$ cat config.mk
export PLATFORM = sky130hd
export DESIGN_NAME = edge_generator
export DESIGN_NICKNAME = d
export VERILOG_FILES = /design/src/rtl/edge_generator_pkg.sv /design/src/rtl/hold_counter.sv /design/src/rtl/edge_generator.sv
export SDC_FILE = /design/constraint.sdc
export NUM_CORES = 1
export LEC_CHECK = 0
export ABC_AREA = 1
export BUFFER_PORTS_ARGS = -buffer_cell sky130_fd_sc_hd__buf_2
export CORE_MARGIN = 8
export CORE_UTILIZATION = 40
export DETAILED_ROUTE_END_ITERATION = 8
export PLACE_DENSITY = 0.7
export SKIP_CTS_REPAIR_TIMING = 1
export SLEW_MARGIN = 20
export SYNTH_ARGS = -nofsm -noshare
export SYNTH_HDL_FRONTEND = slang
export SYNTH_SLANG_ARGS = --single-unit
$ cat constraint.sdc
create_clock -name clk -period 2.7 [get_ports clk]
set_clock_uncertainty 0.05 [all_clocks]
set_input_delay 0.54 -clock clk [delete_from_list [all_inputs] [get_ports clk]]
set_output_delay 0.54 -clock clk [all_outputs]
set_load 0.03 [all_outputs]
$ cat src/rtl/edge_generator_pkg.sv
// Shared types and defaults for the edge generator.
package edge_generator_pkg;

    localparam int unsigned HOLD_W_DEFAULT = 8;

    // Output level in bit 1, hold counter running in bit 0.
    typedef enum logic [1:0] {
        LOW_IDLE  = 2'b00,
        LOW_HOLD  = 2'b01,
        HIGH_IDLE = 2'b10,
        HIGH_HOLD = 2'b11
    } edge_gen_state_t;

endpackage

$ cat src/rtl/hold_counter.sv
// Loadable hold-time down-counter. A load of 0 or 1 both give a zero count,
// so the level holds for max(value,1) cycles; the counter never wraps.
module hold_counter
    import edge_generator_pkg::*;
#(
    parameter int unsigned HOLD_W = HOLD_W_DEFAULT
) (
    input  logic              clk,
    input  logic              reset,
    input  logic              load,
    input  logic [HOLD_W-1:0] value,
    output logic [HOLD_W-1:0] count,
    output logic [HOLD_W-1:0] count_next_c,
    output logic              zero_c
);

    // Next count: reload to max(value,1)-1, else decrement while nonzero.
    always_comb begin
        count_next_c = count;
        if (load) begin
            count_next_c = (value == '0) ? '0 : value - HOLD_W'(1);
        end else if (count != '0) begin
            count_next_c = count - HOLD_W'(1);
        end
    end

    // Counter register.
    always_ff @(posedge clk) begin
        if (reset) begin
            count <= '0;
        end else begin
            count <= count_next_c;
        end
    end

    assign zero_c = (count == '0);

endmodule

$ cat src/rtl/edge_generator.sv
// Edge generator: converts rise/fall request pulses into a registered level
// with programmable minimum high/low times and edge marker pulses.
// Optional one-deep pending slot: define EDGE_GENERATOR_PENDING_EN.
module edge_generator
    import edge_generator_pkg::*;
#(
    parameter int unsigned HOLD_W = HOLD_W_DEFAULT
) (
    input  logic              clk,
    input  logic              reset,
    input  logic              rise_req_i,
    input  logic              fall_req_i,
    input  logic [HOLD_W-1:0] min_high_i,
    input  logic [HOLD_W-1:0] min_low_i,
    output logic              level_o,
    output logic              rise_o,
    output logic              fall_o,
    output logic              busy_o,
    output logic              drop_o
);

    edge_gen_state_t   state;
    edge_gen_state_t   state_next;
    logic              high_c;
    logic              want_up_c;
    logic              want_dn_c;
    logic              both_c;
    logic              opp_c;
    logic              go_c;
    logic              load_c;
    logic [HOLD_W-1:0] load_val_c;
    logic              level_next;
    logic              rise_next;
    logic              fall_next;
    logic              drop_next;
    logic [HOLD_W-1:0] count;
    logic [HOLD_W-1:0] count_next_c;
    logic              zero_c;
    logic              pend_q;
`ifdef EDGE_GENERATOR_PENDING_EN
    logic              pend_next;
`else
    assign pend_q = 1'b0;
`endif

    hold_counter #(
        .HOLD_W (HOLD_W)
    ) u_hold_counter (
        .clk          (clk),
        .reset        (reset),
        .load         (load_c),
        .value        (load_val_c),
        .count        (count),
        .count_next_c (count_next_c),
        .zero_c       (zero_c)
    );

    assign high_c    = (state == HIGH_IDLE) || (state == HIGH_HOLD);
    assign want_up_c = rise_req_i & ~fall_req_i;
    assign want_dn_c = fall_req_i & ~rise_req_i;
    assign both_c    = rise_req_i & fall_req_i;
    assign opp_c     = high_c ? want_dn_c : want_up_c;

    // Request arbitration: accept, park, ignore or drop; choose the reload value.
    always_comb begin
        go_c       = 1'b0;
        load_c     = 1'b0;
        load_val_c = min_high_i;
        level_next = high_c;
        rise_next  = 1'b0;
        fall_next  = 1'b0;
        drop_next  = both_c;
`ifdef EDGE_GENERATOR_PENDING_EN
        pend_next  = pend_q;
`endif
        if (zero_c) begin
            go_c = opp_c | pend_q;
`ifdef EDGE_GENERATOR_PENDING_EN
            pend_next = 1'b0;
`endif
        end else if (opp_c) begin
`ifdef EDGE_GENERATOR_PENDING_EN
            if (pend_q) begin
                drop_next = 1'b1;
            end else begin
                pend_next = 1'b1;
            end
`else
            drop_next = 1'b1;
`endif
        end
        if (go_c) begin
            load_c     = 1'b1;
            load_val_c = high_c ? min_low_i : min_high_i;
            level_next = ~high_c;
            rise_next  = ~high_c;
            fall_next  = high_c;
        end
    end

    // Next state follows the new level and whether the hold counter will run.
    always_comb begin
        state_next = state;
        case ({level_next, (count_next_c != '0)})
            2'b00:   state_next = LOW_IDLE;
            2'b01:   state_next = LOW_HOLD;
            2'b10:   state_next = HIGH_IDLE;
            default: state_next = HIGH_HOLD;
        endcase
    end

    // State and registered outputs; reset forces low without a fall marker.
    always_ff @(posedge clk) begin
        if (reset) begin
            state   <= LOW_IDLE;
            level_o <= 1'b0;
            rise_o  <= 1'b0;
            fall_o  <= 1'b0;
            busy_o  <= 1'b0;
            drop_o  <= 1'b0;
        end else begin
            state   <= state_next;
            level_o <= level_next;
            rise_o  <= rise_next;
            fall_o  <= fall_next;
            busy_o  <= (count_next_c != '0);
            drop_o  <= drop_next;
        end
    end

`ifdef EDGE_GENERATOR_PENDING_EN
    // One-deep pending request slot.
    always_ff @(posedge clk) begin
        if (reset) begin
            pend_q <= 1'b0;
        end else begin
            pend_q <= pend_next;
        end
    end
`endif

endmodule

# ---- After elaboration in Yosys (flattened, before gate mapping)
# Index checks and enable logic that the tools add are counted.
dict set report op_classes {
  add_sub_neg 2
  eq_ne 4
  mux 12
  n_bitwise 7
  n_reduce_logical 7
}
# operator count
set op_table {}
lappend op_table {{two-way mux 8 bit} 5}
lappend op_table {{zero test 8 bit} 2}
lappend op_table {{nonzero test 8 bit} 2}
lappend op_table {{subtractor 8 x 1 -> 8 bit (second input constant)} 2}
lappend op_table {{== test 2 bit (second input constant)} 3}
lappend op_table {{two-way mux 1 bit} 6}
lappend op_table {{one-hot mux 2 bit (3 select lines)} 1}
lappend op_table {{inverter 1 bit} 4}
lappend op_table {{bitwise AND 1 bit} 3}
lappend op_table {{== test 2 x 1 -> 1 bit (second input constant)} 1}
lappend op_table {{zero test 2 bit} 1}
lappend op_table {{OR reduction 2 bit} 1}
lappend op_table {{logical OR 1 bit} 1}
dict set report word_totals {
  ff_bits 15
  input_bits 20
  output_inout_bits 5
  wordCells 39
}

# ---- Logic depth before layout (Yosys ltp)
# Gate-level depths: netlist of the first run.
dict set report logic_depth {
  ltp_word 11
  ltp_mapped 20
  ltp_nobuf 19
}

# ---- Hierarchy
# A second synthesis of the first run with hierarchy kept.
dict set report unflattened {
  cells_unflattened 174
  hier_area_um2 1151.1
}
# mod n_inst cells_per_inst area_per_inst_um2 seq_area_each_um2
set modules_own_cells {}
lappend modules_own_cells {hold_counter 1 115 782.0 160.2}
lappend modules_own_cells {edge_generator 1 59 369.1 120.1}

# ---- Worst setup path after synthesis of the first run
# OpenSTA, ideal clock, no wires.
dict set report synth_path {
  path_kind {input-to-reg}
  startpoint {in fall_req_i}
  endpoint {reg state[0]}
  setup_time_ps 109
  t_arrival_ps 1963
  t_required_ps 2541
  path_slack_ps 578
  stages 17
  n_path_buf 1
  path_cell_list {nand2_2 nor2_4 buf_6 nand3_1 nand2_1 ha_1 nand3_2 nor2_2 nand2_2 nand2_2 nor2_1 nor2_2 nand2_1 nor2_1 nand3_1 nand2_1 inv_1}
}
dict set report synth_between {
  elab_chain_len 11
  elab_cells_between_ends 17
  classes_between {1 x add/sub; 2 x eq/ne; 8 x mux; 3 x bitwise; 3 x reduce/logical}
}
# item line_no
set synth_lines {}
lappend synth_lines {{start, declared} edge_generator.sv:12} ;# input logic fall_req_i,
lappend synth_lines {{inverter 1 bit} edge_generator.sv:59} ;# assign want_up_c = rise_req_i & ~fall_req_i;
lappend synth_lines {{bitwise AND 1 bit} edge_generator.sv:59}
lappend synth_lines {{two-way mux 1 bit (*)} edge_generator.sv:62} ;# assign opp_c = high_c ? want_dn_c : want_up_c;
lappend synth_lines {{two-way mux 1 bit (*)} edge_generator.sv:76} ;# if (zero_c) begin
lappend synth_lines {{two-way mux 8 bit} edge_generator.sv:92} ;# if (go_c) begin
lappend synth_lines {{subtractor 8 x 1 -> 8 bit / zero test 8 bit (equally long branches)} hold_counter.sv:21} ;# count_next_c = (value == '0) ? '0 : value - HOLD_W'(1);
lappend synth_lines {{two-way mux 8 bit} hold_counter.sv:21}
lappend synth_lines {{two-way mux 8 bit} hold_counter.sv:20} ;# if (load) begin
lappend synth_lines {{nonzero test 8 bit} edge_generator.sv:104} ;# case ({level_next, (count_next_c != '0)})
lappend synth_lines {{== test 2 bit (tied with other cells)} edge_generator.sv:104}
lappend synth_lines {{one-hot mux 2 bit (3 select lines) (*)} edge_generator.sv:104}
lappend synth_lines {{end signal, assigned} edge_generator.sv:122} ;# state <= state_next;
lappend synth_lines {{end, declared} edge_generator.sv:22} ;# edge_gen_state_t state;
# Every way passes the cells marked *; elsewhere a longest branch is shown, timed or not.
# A chain may end at the register's enable or synchronous reset.

# ---- Worst setup path in the final report of the first run
dict set report layout_path {
  startpoint {reg u_hold_counter.count[0]}
  endpoint {reg state[0]}
}
dict set report layout_between {
  elab_chain_len 9
  elab_cells_between_ends 17
  classes_between {2 x add/sub; 2 x eq/ne; 8 x mux; 5 x reduce/logical}
}
# item line_no
set layout_lines {}
lappend layout_lines {{start, declared} hold_counter.sv:12} ;# output logic [HOLD_W-1:0] count,
lappend layout_lines {{start signal, assigned} hold_counter.sv:32} ;# count <= count_next_c;
lappend layout_lines {{zero test 8 bit} hold_counter.sv:36} ;# assign zero_c = (count == '0);
lappend layout_lines {{two-way mux 1 bit} edge_generator.sv:76}
lappend layout_lines {{two-way mux 8 bit} edge_generator.sv:92}
lappend layout_lines {{subtractor 8 x 1 -> 8 bit / zero test 8 bit (equally long branches)} hold_counter.sv:21}
lappend layout_lines {{two-way mux 8 bit} hold_counter.sv:21}
lappend layout_lines {{two-way mux 8 bit} hold_counter.sv:20}
lappend layout_lines {{nonzero test 8 bit} edge_generator.sv:104}
lappend layout_lines {{== test 2 bit (tied with other cells)} edge_generator.sv:104}
lappend layout_lines {{one-hot mux 2 bit (3 select lines) (*)} edge_generator.sv:104}
# Marks and branches as above.

==> results.cfg, run 1 <==
[pwr]
p_sw_frac = 0.503
p_int_mw = 0.660
power_frac_seq = 0.248
clkPwrFrac = 0.114
netSwitchingPower_mw = 0.669
peakVddDrop_uv = 617
p_leak_nw = 0.805
power_density_nw_per_um2 = 909
combPwrFrac = 0.638

[die]
initial_core_util = 0.419
fp.dieW_microns = 72.3
die_height_microns = 72.3
core_sq_um = 3030
die_area_sq_um = 5230
ios = 25
rows = 20

[sta]
period_needed_ps = 2420
rsz0062_at_grt = no
relSlewSlack = 0.844
setup_viol = 0
period_share = 0.897
worstMarginPinSlew_ps = 234
hold_violations = 0
drv_slew = 0
fmax_mhz = 413
tns_ps = 0

[placed_design]
dpl.hpwl_microns = 2440
numPortBuffers = 24
gp_congestion = 0.896

[global_routing]
grt_pass1_vias = 1160
grt_pass1_wl_microns = 5040
grt_max_degree = 14
grt.overflow.total = 0
antenna_found_initial = 0
grt_use_total = 0.119

[clock_network]
cts_tree = yes
cts.path.max_buffers = 2
root_buffer = clkbuf_4
insertion_delay_ps = 290
path_clk_slew_ps = 80
cts-buffers-inserted = 3
cts.sinks = 14
htree_levels = 1

[worst_setup_path]
criticalPathCategory = reg2reg
crit_path_end_kind = flip-flop
required_ps = 2850
path_max_fanout = 13
cp_data_arrival_time_ps = 2570
cp-start-kind = flip-flop

[layout]
nFillCells = 321
diodes = 0
fin_util = 0.483
area_delta_synth_final_pct = 15.2
final_nets = 256
drive_gt1_frac = 0.268

[job]
drv_cap = 0

[route]
via_count = 1260
firstDrtPassIters = 4
wl_microns = 3000
wl_met1_microns = 1570
top_layer = met4
route.met2.wl_microns = 1270
wl_met3_microns = 114
ant_nets = 0
drt_iter0_drc = 47
drc = 0
wire_per_inst_microns = 10.9
viasPerCell = 4.58

[yosys]
synth_seq_cells = 14
yosysWarnings = 0
synth.avg_cell_area_sq_um = 6.22
seq_area_frac_synth = 0.221
synth_area_sq_um = 1270
syn_inst = 204
synth_nets = 228
yosysUniqueCellTypes = 23

[outcome]
status = completed

[hold_path]
hp-class = reg2reg
## kinds of logic after synthesis
family | share of synthesized area
adders and majority gates | 0.0394
AOI/OAI and AO/OA | 0.0917
buffers and inverters | 0.136
and+or+nand+nor | 0.498
xor gates and xnor gates | 0.0138
DFF | 0.221
## area by class of cell
class / count / area (sq um) / area share
inverters: 35 / 131 / 0.0899
multi-input cells: 151 / 816 / 0.558
repair buffers: 27 / 143 / 0.0976
well taps: 44 / 55.1 / 0.0377
flip-flops and latches: 14 / 280 / 0.192
clock buffers: 4 / 36.3 / 0.0248
## power groups by stage
stage / combinational, mW / sequential, mW / clock, mW
after floorplan: 0.687 / 0.341 / 0
after global placement: 0.847 / 0.331 / 0
after detailed placement: 0.843 / 0.333 / 0
after CTS: 0.848 / 0.329 / 0.158
after global routing: 0.972 / 0.338 / 0.169
final: 0.848 / 0.329 / 0.151
## layer usage
layer | global-route usage | vias to the layer above
met2 | 0.172 | 23
li1 | - | 686
met1 | 0.162 | 542
met5 | 0 | -
met3 | 0.0358 | 9
met4 | 0.0408 | 0
## state kept, by name (all words and copies together), names as in the netlist
signal and cells:
rise_o 1, level_o 1, fall_o 1, drop_o 1, state 2, u_hold_counter.count 8
## synthesized netlist by cell type, drive strengths merged
cell type,number,area share
clkbuf,1,0.0030
nand3,21,0.099
o21bai,1,0.0059
xor2,2,0.014
o22ai,1,0.0049
nand3b,5,0.039
a211oi,1,0.0059
nor2,33,0.14
dfxtp,14,0.22
nor3,3,0.012
nand2,61,0.21
a21oi,11,0.043
buf,3,0.030
inv,35,0.10
o21ai,8,0.032
ha,4,0.039
## final timing paths
path         cells after the start        to  slack [ps]               startpoint
max                             18  state[0]         280  u_hold_counter.count[0]
min                              1    rise_o         450                 state[1]
max reg2reg                     18  state[0]         280  u_hold_counter.count[0]
min reg2reg                      1    rise_o         450                 state[1]
## through the flow
step	setup WS, ps	total power [mW]	std cells	hold slack (ps)	instance area [sq um]
after floorplan	578	1.03	204	397	1270
after global placement	234	1.18	271	447	1430
after detailed placement	176	1.18	271	439	1430
after CTS	265	1.33	275	449	1460
after global routing	56.9	1.48	275	472	1460
final	279	1.33	275	447	1460
## placed cells by master (no fill, tap or decap), drive strengths merged
master / instances
ha: 4
nor3: 3
o21ai: 8
dfxtp: 14
clkbuf: 4
nand2: 61
nand3: 21
nor2: 33
o21bai: 1
nand3b: 5
o22ai: 1
inv: 35
a211oi: 1
buf: 27
a21oi: 11
xor2: 2
## critical path, cell delays in order, from the launching register on
cell	delay, ps
dfxtp_1	300
inv_1	120
ha_1	220
nand2_2	110
nor2_8	220
nand3_1	100
nand2_1	170
ha_1	200
nand3_2	90
nor2_2	120
nand2_2	90
nand3_1	80
nand2_1	60
inv_1	80
nand2_1	60
nor2_1	110
nand3_1	70
nand2_1	60
inv_1	30
Power figures use the tool's default switching activity.
==> run 2: changes to the inputs <==
ABC_AREA = 0   (was 1)
PLACE_DENSITY = 0.71   (was 0.7)
==> results.cfg, run 2 <==
[outcome]
status = finished, violations left
violations = negative setup slack

[sta]
drv_slew = 0
period_needed_ps = 2750
rsz0062_at_grt = yes
fmax_mhz = 364
worstMarginPinSlew_ps = 752
setup_viol = 2
relSlewSlack = 0.494
period_share = 1.02
hold_ws_ps = 501
hold_violations = 0
setup_ws_ps = -49.5

[route]
drt_iter0_drc = 110
ant_nets = 0
firstDrtPassIters = 4
wl_microns = 3670
via_count = 1326
wire_per_inst_microns = 16.5
drc = 0
viasPerCell = 5.95

[layout]
reg_top3 = u_hold_counter.count x8, state x2
largest_register_ffs = 8
final_common_cell = buf_4
final_nets = 217
seqCellArea_sq_um = 283
layout_common_cells = 28 x buf_4, 24 x buf_2, 19 x nor2_1
area_delta_synth_final_pct = 50.1
multi_input_area_sq_um = 955
diodes = 0
nFillCells = 226
largest_register = u_hold_counter.count
final_cells = 223
drive_gt1_frac = 0.448

[worst_setup_path]
rr_worst_depth = 12
cp-start-kind = flip-flop
criticalPathCategory = reg2reg
path_max_fanout = 4
required_ps = 2810
crit_path_end_kind = flip-flop
cp_data_arrival_time_ps = 2860

[die]
die_height_microns = 68.7
core_sq_um = 2710
die_area_sq_um = 4720
rows = 19
ios = 25
fp.dieW_microns = 68.7
initial_core_util = 0.410

[hold_path]
hp-class = reg2reg
hold_depth = 2

[yosys]
ys_top_cells_by_area = dfxtp_1 25%, mux2i_1 7.2%, nor2_1 6.7%, ha_1 4.5%, a21oi_1 3.6%
yosysUniqueCellTypes = 45
synth.avg_cell_area_sq_um = 8.06
syn_inst = 138
synth_ff_type = dfxtp_1
yosysMostFrequentCell = nor2_1
synth_seq_cells = 14
synth-edff-count = 0
synth_nets = 162
yosysWarnings = 0
synth_area_sq_um = 1110
seq_area_frac_synth = 0.252
synth_top_area_frac = 0.252
synth_common_cells = 20 x nor2_1, 14 x dfxtp_1, 8 x a21oi_1, 8 x mux2i_1
synth_area_leader_cell = dfxtp_1
synthArstFlopShare = 0

[clock_network]
cts-buffers-inserted = 3
htree_levels = 1
insertion_delay_ps = 290
root_buffer = clkbuf_4
cts_tree = yes
cts.sinks = 14
cts.path.max_buffers = 2
path_clk_slew_ps = 90

[global_routing]
grt_use_total = 0.156
grt.overflow.total = 0
antenna_found_initial = 0
grt_max_degree = 15
grt_pass1_wl_microns = 5670
grt_pass1_vias = 1310

[placed_design]
place_ws_ps = -321
placedCellCount = 217
dpl.hpwl_microns = 2870
numPortBuffers = 24
gp_congestion = 0.967

[pwr]
p_leak_nw = 0.729
power_density_nw_per_um2 = 1000
peakVddDrop_uv = 895
p_total_mw = 1.67

[job]
drv_cap = 0
-- run 2: cell types whose count changed after synthesis, moves of 4 or more --
cell	before	now
nand2_1	46	6
inv_1	35	4
nand2_2	15	0
nand3_1	17	5
mux2i_1	0	8
nor2_2	8	1
nor4_1	0	6
nand3_2	4	0
nor3b_1	0	4
or4_1	0	4
xnor2_1	0	4
-- run 2: cell type report --
| type | count | area share |
|---|---|---|
| multi-input cells | 117 | 0.572 |
| repair buffers | 53 | 0.205 |
| flip-flops and latches | 14 | 0.169 |
| well taps | 31 | 0.0232 |
| clock buffers | 4 | 0.0217 |
| inverters | 4 | 0.00900 |
-- run 2: per-stage QoR --
step / instance area (sq um) / utilization / TNS, ps
floorplan: 1190 / - / -289
detailed placement: 1520 / 0.561 / -702
global placement: 1520 / 0.561 / -397
CTS: 1560 / 0.575 / -195
global route: 1670 / 0.616 / -402
finish: 1670 / 0.616 / -49.8
-- run 2: worst paths after layout --
check,start,endpoint,slack (ps)
worst max-delay path,u_hold_counter.count[0],state[0],-50
worst min-delay path,state[1],rise_o,500
worst max register to register,u_hold_counter.count[0],state[0],-50
worst min register to register,state[1],rise_o,500
-- run 2: power breakdown --
part / internal [mW] / switching [mW] / total (mW)
logic: 0.548 / 0.630 / 1.18
registers: 0.278 / 0.0587 / 0.337
clock network: 0.0822 / 0.0731 / 0.155
-- run 2: layer usage --
metal	track usage	part of all wire
met5	0	0
met1	0.186	0.43
met3	0.0404	0.057
met4	0.0326	0.011
met2	0.275	0.50
-- run 2: worst max-delay path: stages (launching register included) --
cell	delay (ps)
dfxtp_2	330
inv_2	70
ha_4	130
nor3b_4	240
nand3_4	140
mux2i_2	250
ha_2	210
or3b_4	390
nor4_4	170
o22a_1	220
o22ai_1	70
o31ai_1	210
a41oi_1	140
-- run 2: cell families after synthesis --
family                   share of synthesized area
XOR/XNOR                                    0.0472
multiplexers                                0.0720
flip-flops                                   0.252
adder cells (fa/ha/maj)                     0.0450
AO/OA/AOI/OAI                                0.193
AND/OR/NAND/NOR                              0.359
buffers and inverters                       0.0315
